$ cat config.mk
export PLATFORM = sky130hd
export DESIGN_NAME = piece_ctrl
export DESIGN_NICKNAME = d
export VERILOG_FILES = /design/src/rtl/piece_ctrl.sv
export SDC_FILE = /design/constraint.sdc
export NUM_CORES = 1
export LEC_CHECK = 0
export ABC_CLOCK_PERIOD_IN_PS = 2700
export BUFFER_PORTS_ARGS = -buffer_cell sky130_fd_sc_hd__buf_2
export CAP_MARGIN = 15
export CORE_AREA = 2 2 82 84
export CTS_BUF_LIST = sky130_fd_sc_hd__clkbuf_8
export DETAILED_ROUTE_END_ITERATION = 10
export DIE_AREA = 0 0 84 86
export PLACE_DENSITY = 0.89
export SYNTH_ARGS = -nofsm -noshare
export SYNTH_HDL_FRONTEND = slang
export SYNTH_SLANG_ARGS = --single-unit
$ cat constraint.sdc
create_clock -name clk -period 2.7 [get_ports clk]
set_input_delay 0.405 -clock clk [delete_from_list [all_inputs] [get_ports clk]]
set_output_delay 0.405 -clock clk [all_outputs]
set_load 0.01 [all_outputs]
$ cat src/rtl/piece_ctrl.sv
// piece_ctrl: falling-tetromino sequencer covering spawn, cell-by-cell move checks, lock and line-clear handoff.
// Defining PIECE_CTRL_HARD_DROP_EN adds the hard_drop port and the drop-until-lock behaviour.
//
// state   | meaning
// IDLE    | waiting for start
// SPAWN   | load the next piece as the candidate at (3,0)
// READY   | piece live, accepting one command per cycle
// CHECK   | 16-cycle scan of candidate cells against walls, floor and board
// COMMIT  | adopt the candidate, or lock / reject / game over on collision
// LOCK    | 16-cycle write of the current shape into the board
// CLEAR   | waiting for the board line-clear to finish
// OVER    | spawn collided; waiting for start
module piece_ctrl (
    input  logic              clk,
    input  logic              rst_n,
    input  logic              start,
    input  logic              tick,
    input  logic              mv_left,
    input  logic              mv_right,
    input  logic              mv_rot,
`ifdef PIECE_CTRL_HARD_DROP_EN
    input  logic              hard_drop,
`endif
    input  logic [2:0]        next_piece,
    output logic              piece_req,
    output logic [9:0]        blk_num,
    output logic [9:0]        blk_rot,
    input  logic [15:0]       blk_matrix,
    output logic [4:0]        brd_row,
    output logic [3:0]        brd_col,
    input  logic              brd_occ,
    output logic              lock_we,
    output logic              clear_start,
    input  logic              clear_done,
    output logic signed [4:0] pos_x,
    output logic [4:0]        pos_y,
    output logic              active,
    output logic              game_over
);
    localparam logic [2:0] S_IDLE   = 3'd0;
    localparam logic [2:0] S_SPAWN  = 3'd1;
    localparam logic [2:0] S_READY  = 3'd2;
    localparam logic [2:0] S_CHECK  = 3'd3;
    localparam logic [2:0] S_COMMIT = 3'd4;
    localparam logic [2:0] S_LOCK   = 3'd5;
    localparam logic [2:0] S_CLEAR  = 3'd6;
    localparam logic [2:0] S_OVER   = 3'd7;

    logic [2:0]        state;
    logic [2:0]        cur_num, cand_num;
    logic [1:0]        cur_rot, cand_rot;
    logic signed [4:0] cand_x;
    logic [4:0]        cand_y;
    logic [3:0]        k;
    logic              coll, mv_down, mv_hard, from_spawn, tick_pend;
    logic              hd;

`ifdef PIECE_CTRL_HARD_DROP_EN
    assign hd = hard_drop;
`else
    assign hd = 1'b0;
`endif

    logic              in_check, in_lock;
    logic [2:0]        sel_num;
    logic [1:0]        sel_rot;
    logic signed [4:0] base_x;
    logic [4:0]        base_y;
    logic [5:0]        col_w, row_w;
    logic              cell_set, out_of_range, hit;

    assign in_check = (state == S_CHECK);
    assign in_lock  = (state == S_LOCK);
    // The lookup shows the candidate while checking and the committed piece otherwise.
    assign sel_num  = in_check ? cand_num : cur_num;
    assign sel_rot  = in_check ? cand_rot : cur_rot;
    assign base_x   = in_lock ? pos_x : cand_x;
    assign base_y   = in_lock ? pos_y : cand_y;
    assign col_w    = {base_x[4], base_x} + {4'b0000, k[1:0]};
    assign row_w    = {1'b0, base_y} + {4'b0000, k[3:2]};

    assign cell_set     = blk_matrix[4'd15 - k];
    assign out_of_range = col_w[5] | (col_w > 6'd9) | (row_w > 6'd19);
    assign hit          = cell_set & (out_of_range | brd_occ);

    always_comb begin
        brd_row = '0;
        brd_col = '0;
        if ((in_check || in_lock) && !out_of_range) begin
            brd_row = row_w[4:0];
            brd_col = col_w[3:0];
        end
    end

    assign blk_num   = {7'b0, sel_num};
    assign blk_rot   = {8'b0, sel_rot};
    assign lock_we   = in_lock & cell_set;
    assign piece_req = (state == S_SPAWN);
    assign active    = ((state == S_READY) || in_check || (state == S_COMMIT)) && !from_spawn;

    always_ff @(posedge clk or negedge rst_n) begin
        if (!rst_n) begin
            state       <= S_IDLE;
            cur_num     <= '0;
            cur_rot     <= '0;
            cand_num    <= '0;
            cand_rot    <= '0;
            cand_x      <= '0;
            cand_y      <= '0;
            pos_x       <= '0;
            pos_y       <= '0;
            k           <= '0;
            coll        <= 1'b0;
            mv_down     <= 1'b0;
            mv_hard     <= 1'b0;
            from_spawn  <= 1'b0;
            tick_pend   <= 1'b0;
            clear_start <= 1'b0;
            game_over   <= 1'b0;
        end else begin
            clear_start <= 1'b0;
            if (tick && state != S_READY) tick_pend <= 1'b1;
            case (state)
                S_IDLE: if (start) state <= S_SPAWN;
                S_OVER: if (start) begin
                    state     <= S_SPAWN;
                    game_over <= 1'b0;
                end
                S_SPAWN: begin
                    cand_num   <= (next_piece > 3'd4) ? 3'd0 : next_piece;
                    cand_rot   <= '0;
                    cand_x     <= 5'sd3;
                    cand_y     <= '0;
                    from_spawn <= 1'b1;
                    mv_down    <= 1'b0;
                    mv_hard    <= 1'b0;
                    k          <= '0;
                    coll       <= 1'b0;
                    state      <= S_CHECK;
                end
                S_READY: begin
                    cand_num   <= cur_num;
                    cand_rot   <= cur_rot;
                    cand_x     <= pos_x;
                    cand_y     <= pos_y;
                    mv_down    <= 1'b0;
                    mv_hard    <= 1'b0;
                    from_spawn <= 1'b0;
                    k          <= '0;
                    coll       <= 1'b0;
                    if (hd) begin
                        cand_y  <= pos_y + 5'd1;
                        mv_hard <= 1'b1;
                        state   <= S_CHECK;
                        if (tick) tick_pend <= 1'b1;
                    end else if (tick || tick_pend) begin
                        cand_y    <= pos_y + 5'd1;
                        mv_down   <= 1'b1;
                        tick_pend <= 1'b0;
                        state     <= S_CHECK;
                    end else if (mv_rot) begin
                        cand_rot <= cur_rot + 2'd1;
                        state    <= S_CHECK;
                    end else if (mv_left) begin
                        cand_x <= pos_x - 5'sd1;
                        state  <= S_CHECK;
                    end else if (mv_right) begin
                        cand_x <= pos_x + 5'sd1;
                        state  <= S_CHECK;
                    end
                end
                S_CHECK: begin
                    coll <= coll | hit;
                    k    <= k + 4'd1;
                    if (k == 4'd15) state <= S_COMMIT;
                end
                S_COMMIT: begin
                    k <= '0;
                    if (!coll) begin
                        cur_num    <= cand_num;
                        cur_rot    <= cand_rot;
                        pos_x      <= cand_x;
                        pos_y      <= cand_y;
                        from_spawn <= 1'b0;
                        if (mv_hard) begin
                            cand_y <= cand_y + 5'd1;
                            state  <= S_CHECK;
                        end else begin
                            state <= S_READY;
                        end
                    end else if (mv_down || mv_hard) begin
                        state <= S_LOCK;
                        if (mv_hard) tick_pend <= 1'b0;
                    end else if (from_spawn) begin
                        state      <= S_OVER;
                        game_over  <= 1'b1;
                        from_spawn <= 1'b0;
                    end else begin
                        state <= S_READY;
                    end
                end
                S_LOCK: begin
                    k <= k + 4'd1;
                    if (k == 4'd15) begin
                        clear_start <= 1'b1;
                        state       <= S_CLEAR;
                    end
                end
                S_CLEAR: if (clear_done) state <= S_SPAWN;
                default: state <= S_IDLE;
            endcase
        end
    end
endmodule
==> summary.md <==
| Metric | Value |
|---|---|
| P per Cell Area | `1010 mW/mm²` |
| Setup TNS | `-4320 ps` |
| Setup Viol. Count Final | `9` |
| Antenna violations before repair | `0` |
| CP delay by family, top | `simple AND/OR/NAND/NOR gates` |
| Routed len/inst | `approximately 17 µm` |
| # diodes | `0` |
| FP Rows | `29` |
| Number of global-route vias before repair | `~2800` |
| Final slew viol count | `0` |
| Worst EP arrival | `2800 ps` |
| Worst-Skew Late Latency | `300 ps` |
| Leak Pwr | `1.84 nW` |
| Total grt overflow | `0` |
| Routed Antenna Nets | `0` |
| Worst Path Max Fanout | `8` |
| Post-Syn Area | `0.00313 mm²` |
| Crit path largest cell delay | `450 ps` |
| Dominant cell type by area after synthesis | `dfrtp_1` |
| Drt total wl | `8.24 mm` |
| Final nets | `459` |
| Wire length of the first global-routing pass | `between 10 and 15 mm` |
| Port-buffer cells | `56` |
| Tightest Pin Transition | `961 ps` |
| Worst min-delay path class | `in -> async` |
| RSZ-0062 raised after global routing | `true` |
| Synthesized area per cell | `slightly above 9 µm²` |
| Clk sinks | `43` |
| Max cap viols | `0` |
| Post-route DRC violation count | `0` |
| Crit path cell chain | `nand3b_4 > buf_6 > nand2_2 > nand2_2 > ha_4 > fa_2 > nor4_4 > or3_4 > o221ai_4 > buf_12 > nor4_4 > buf_2` |
| Sequential share of the synthesized area | `between 30% and 40%` |
| Pre-antenna DRT Iters | `5` |
| Worst setup EP type | `output port` |
| Area grow syn2layout | `29.0%` |
| Post-synth top flop | `dfrtp_1` |
| Max Clock Skew | `~6.6 ps` |
| Status | `finished, violations left` |
| Synth cell count leaders | `dfrtp_1, nand2_1, o21ai_0, mux2_2, buf_4` |
| Vias | `between 2000 and 3000` |
| CTS buffer count | `5` |
| I/O pin count | `72` |
| Clk slew on worst S/H paths | `about 90 ps` |
| RD Place Congestion | `about 0.84` |
| CTS max path bufs | `2` |
| Peak supply drop | `0.000636 V` |
| Worst path bufs/invs | `3` |
| #FFs+latches synth | `43` |
| Post-synth top area share | `34.4%` |
| Required time of the critical path | `between 2000 and 2500 ps` |
| DR iter-0 viols | `281` |
| CTS tree | `built` |
| Largest net degree at the start of global routing | `44` |
| Layout cell share with drive strength beyond 1 | `41.5%` |
| Failing checks | `setup timing` |
| Slew Limit Headroom | `between 30% and 40%` |
| DR vias/cell | `~5.7` |
| CTS Root Cell | `clkbuf_8` |
| Final min period | `between 3000 and 4000 ps` |
| Core Box Area | `0.00628 mm²` |
| H-tree depth | `2` |
| Worst slack, placed | `-287 ps` |
| Hold buffer count at CTS | `0` |
| Final WS setup | `-503 ps` |
| Crit path kind | `reg -> out` |
| Die X | `84 µm` |
| Fin. Hold Viols | `0` |
| Part of the cycle the worst path needs | `119%` |
| Die ar. | `0.00722 mm²` |
| Yosys warns | `0` |
| Synth area leaders | `dfrtp_1, mux2_2, nand2_1, buf_4, o21ai_0` |
| Critical Path Start Type | `register` |
| Syn Inst Count | `342` |
| Fmax achieved | `roughly 0.31 GHz` |
| Initial Util | `49.8%` |
| Total GRT Usage | `22.6%` |
| Synth cell types | `53` |
| Hpwl dp | `5.84 mm` |
| Die height | `86 µm` |
| Slowest-stage cell, CP | `fa_2` |
| Post-synth ARST share | `100%` |
| Post-synth EDFFs | `0` |
-- flip-flops by register name, summed over array words and instances (netlist names), 2 cells and up --
register	count
cand_num	3
cur_num	3
pos_y	5
state	3
cand_x	5
cand_rot	2
cur_rot	2
pos_x	5
cand_y	5
k	4
-- cell usage in the layout, fill, tap and decap left out, types with 7 or more instances in the layout --
cell | Yosys | layout
buf_2 | 3 | 56
dfrtp_1 | 43 | 43
nand2_1 | 43 | 39
buf_4 | 20 | 33
o21ai_0 | 28 | 25
mux2_2 | 22 | 22
a21oi_1 | 17 | 16
nor2_1 | 15 | 15
conb_1 | 1 | 15
xnor2_1 | 9 | 9
nor2b_1 | 10 | 8
nand3_1 | 11 | 8
mux2i_1 | 8 | 7
nor4_4 | 0 | 7
-- routing by layer --
metal	global-route usage [%]	vias to the layer above	share of wire, %
li1	-	1343	-
met1	28.9	1390	42
met2	37.9	105	51
met3	2.89	20	3.9
met4	11.6	0	3.0
met5	0	-	0
-- logic make-up after synthesis --
family | synth area share, %
buf+inv | 7.68
flops | 34.4
mux | 14.1
simple gates | 18.0
other cells | 0.120
fa+ha+maj | 4.48
xor+xnor | 4.20
compound gates | 17.0
-- power breakdown --
group          total [mW]  leakage, nW  switching (mW)  internal, mW
clock network       0.506       0.0581           0.231         0.276
registers            1.03        0.564           0.199         0.835
logic                2.53         1.21            1.38          1.15
total                4.07         1.84            1.81          2.26
-- worst paths after layout --
kind	startpoint	endpoint	slack (ps)	depth (start not counted)
worst min register to register	cand_num[0]$_DFFE_PN0P_	cand_num[0]$_DFFE_PN0P_	510	2
worst max-delay path	state[1]$_DFFE_PN0P_	brd_row[2]	-500	12
worst min-delay path	rst_n	cur_num[1]$_DFFE_PN0P_	260	1
min in group clk	brd_occ	coll$_DFFE_PN0P_	420	3
worst max register to register	state[1]$_DFFE_PN0P_	coll$_DFFE_PN0P_	60	12
max in group asynchronous	rst_n	pos_y[1]$_DFFE_PN0P_	1850	1
-- area by class of cell --
type / count / area (µm²)
Timing Repair Buffer: 94 / 602
Multi-Input combinational cell: 270 / 2120
Clock buffer: 5 / 68.8
Fill cell: 483 / 2240
Clock inverter: 3 / 43.8
Inverter: 7 / 26.3
Tap cell: 77 / 96.3
Sequential cell: 43 / 1080
-- stage by stage --
stage | total power [mW] | area (µm²) | cells | hold WS, ps | utilization, %
2_1_floorplan | 2.62 | 3330 | 356 | 109 | -
3_3_place_gp | 3.24 | 3730 | 486 | 473 | 59.4
3_5_place_dp | 3.35 | 3730 | 486 | 493 | 59.4
4_1_cts | 3.92 | 3900 | 497 | 276 | 62.1
5_1_grt | 4.36 | 4030 | 499 | 338 | 64.2
6_report | 4.07 | 4030 | 499 | 258 | 64.2
-- repair_timing --
item | in CTS | in global routing
buffers inserted | 3 | 2
gates resized for setup | 6 | 25
pin swaps | 4 | 9
endpoints found under the setup margin | 10 | 10
No activity file was read; power rests on OpenSTA's default activity.
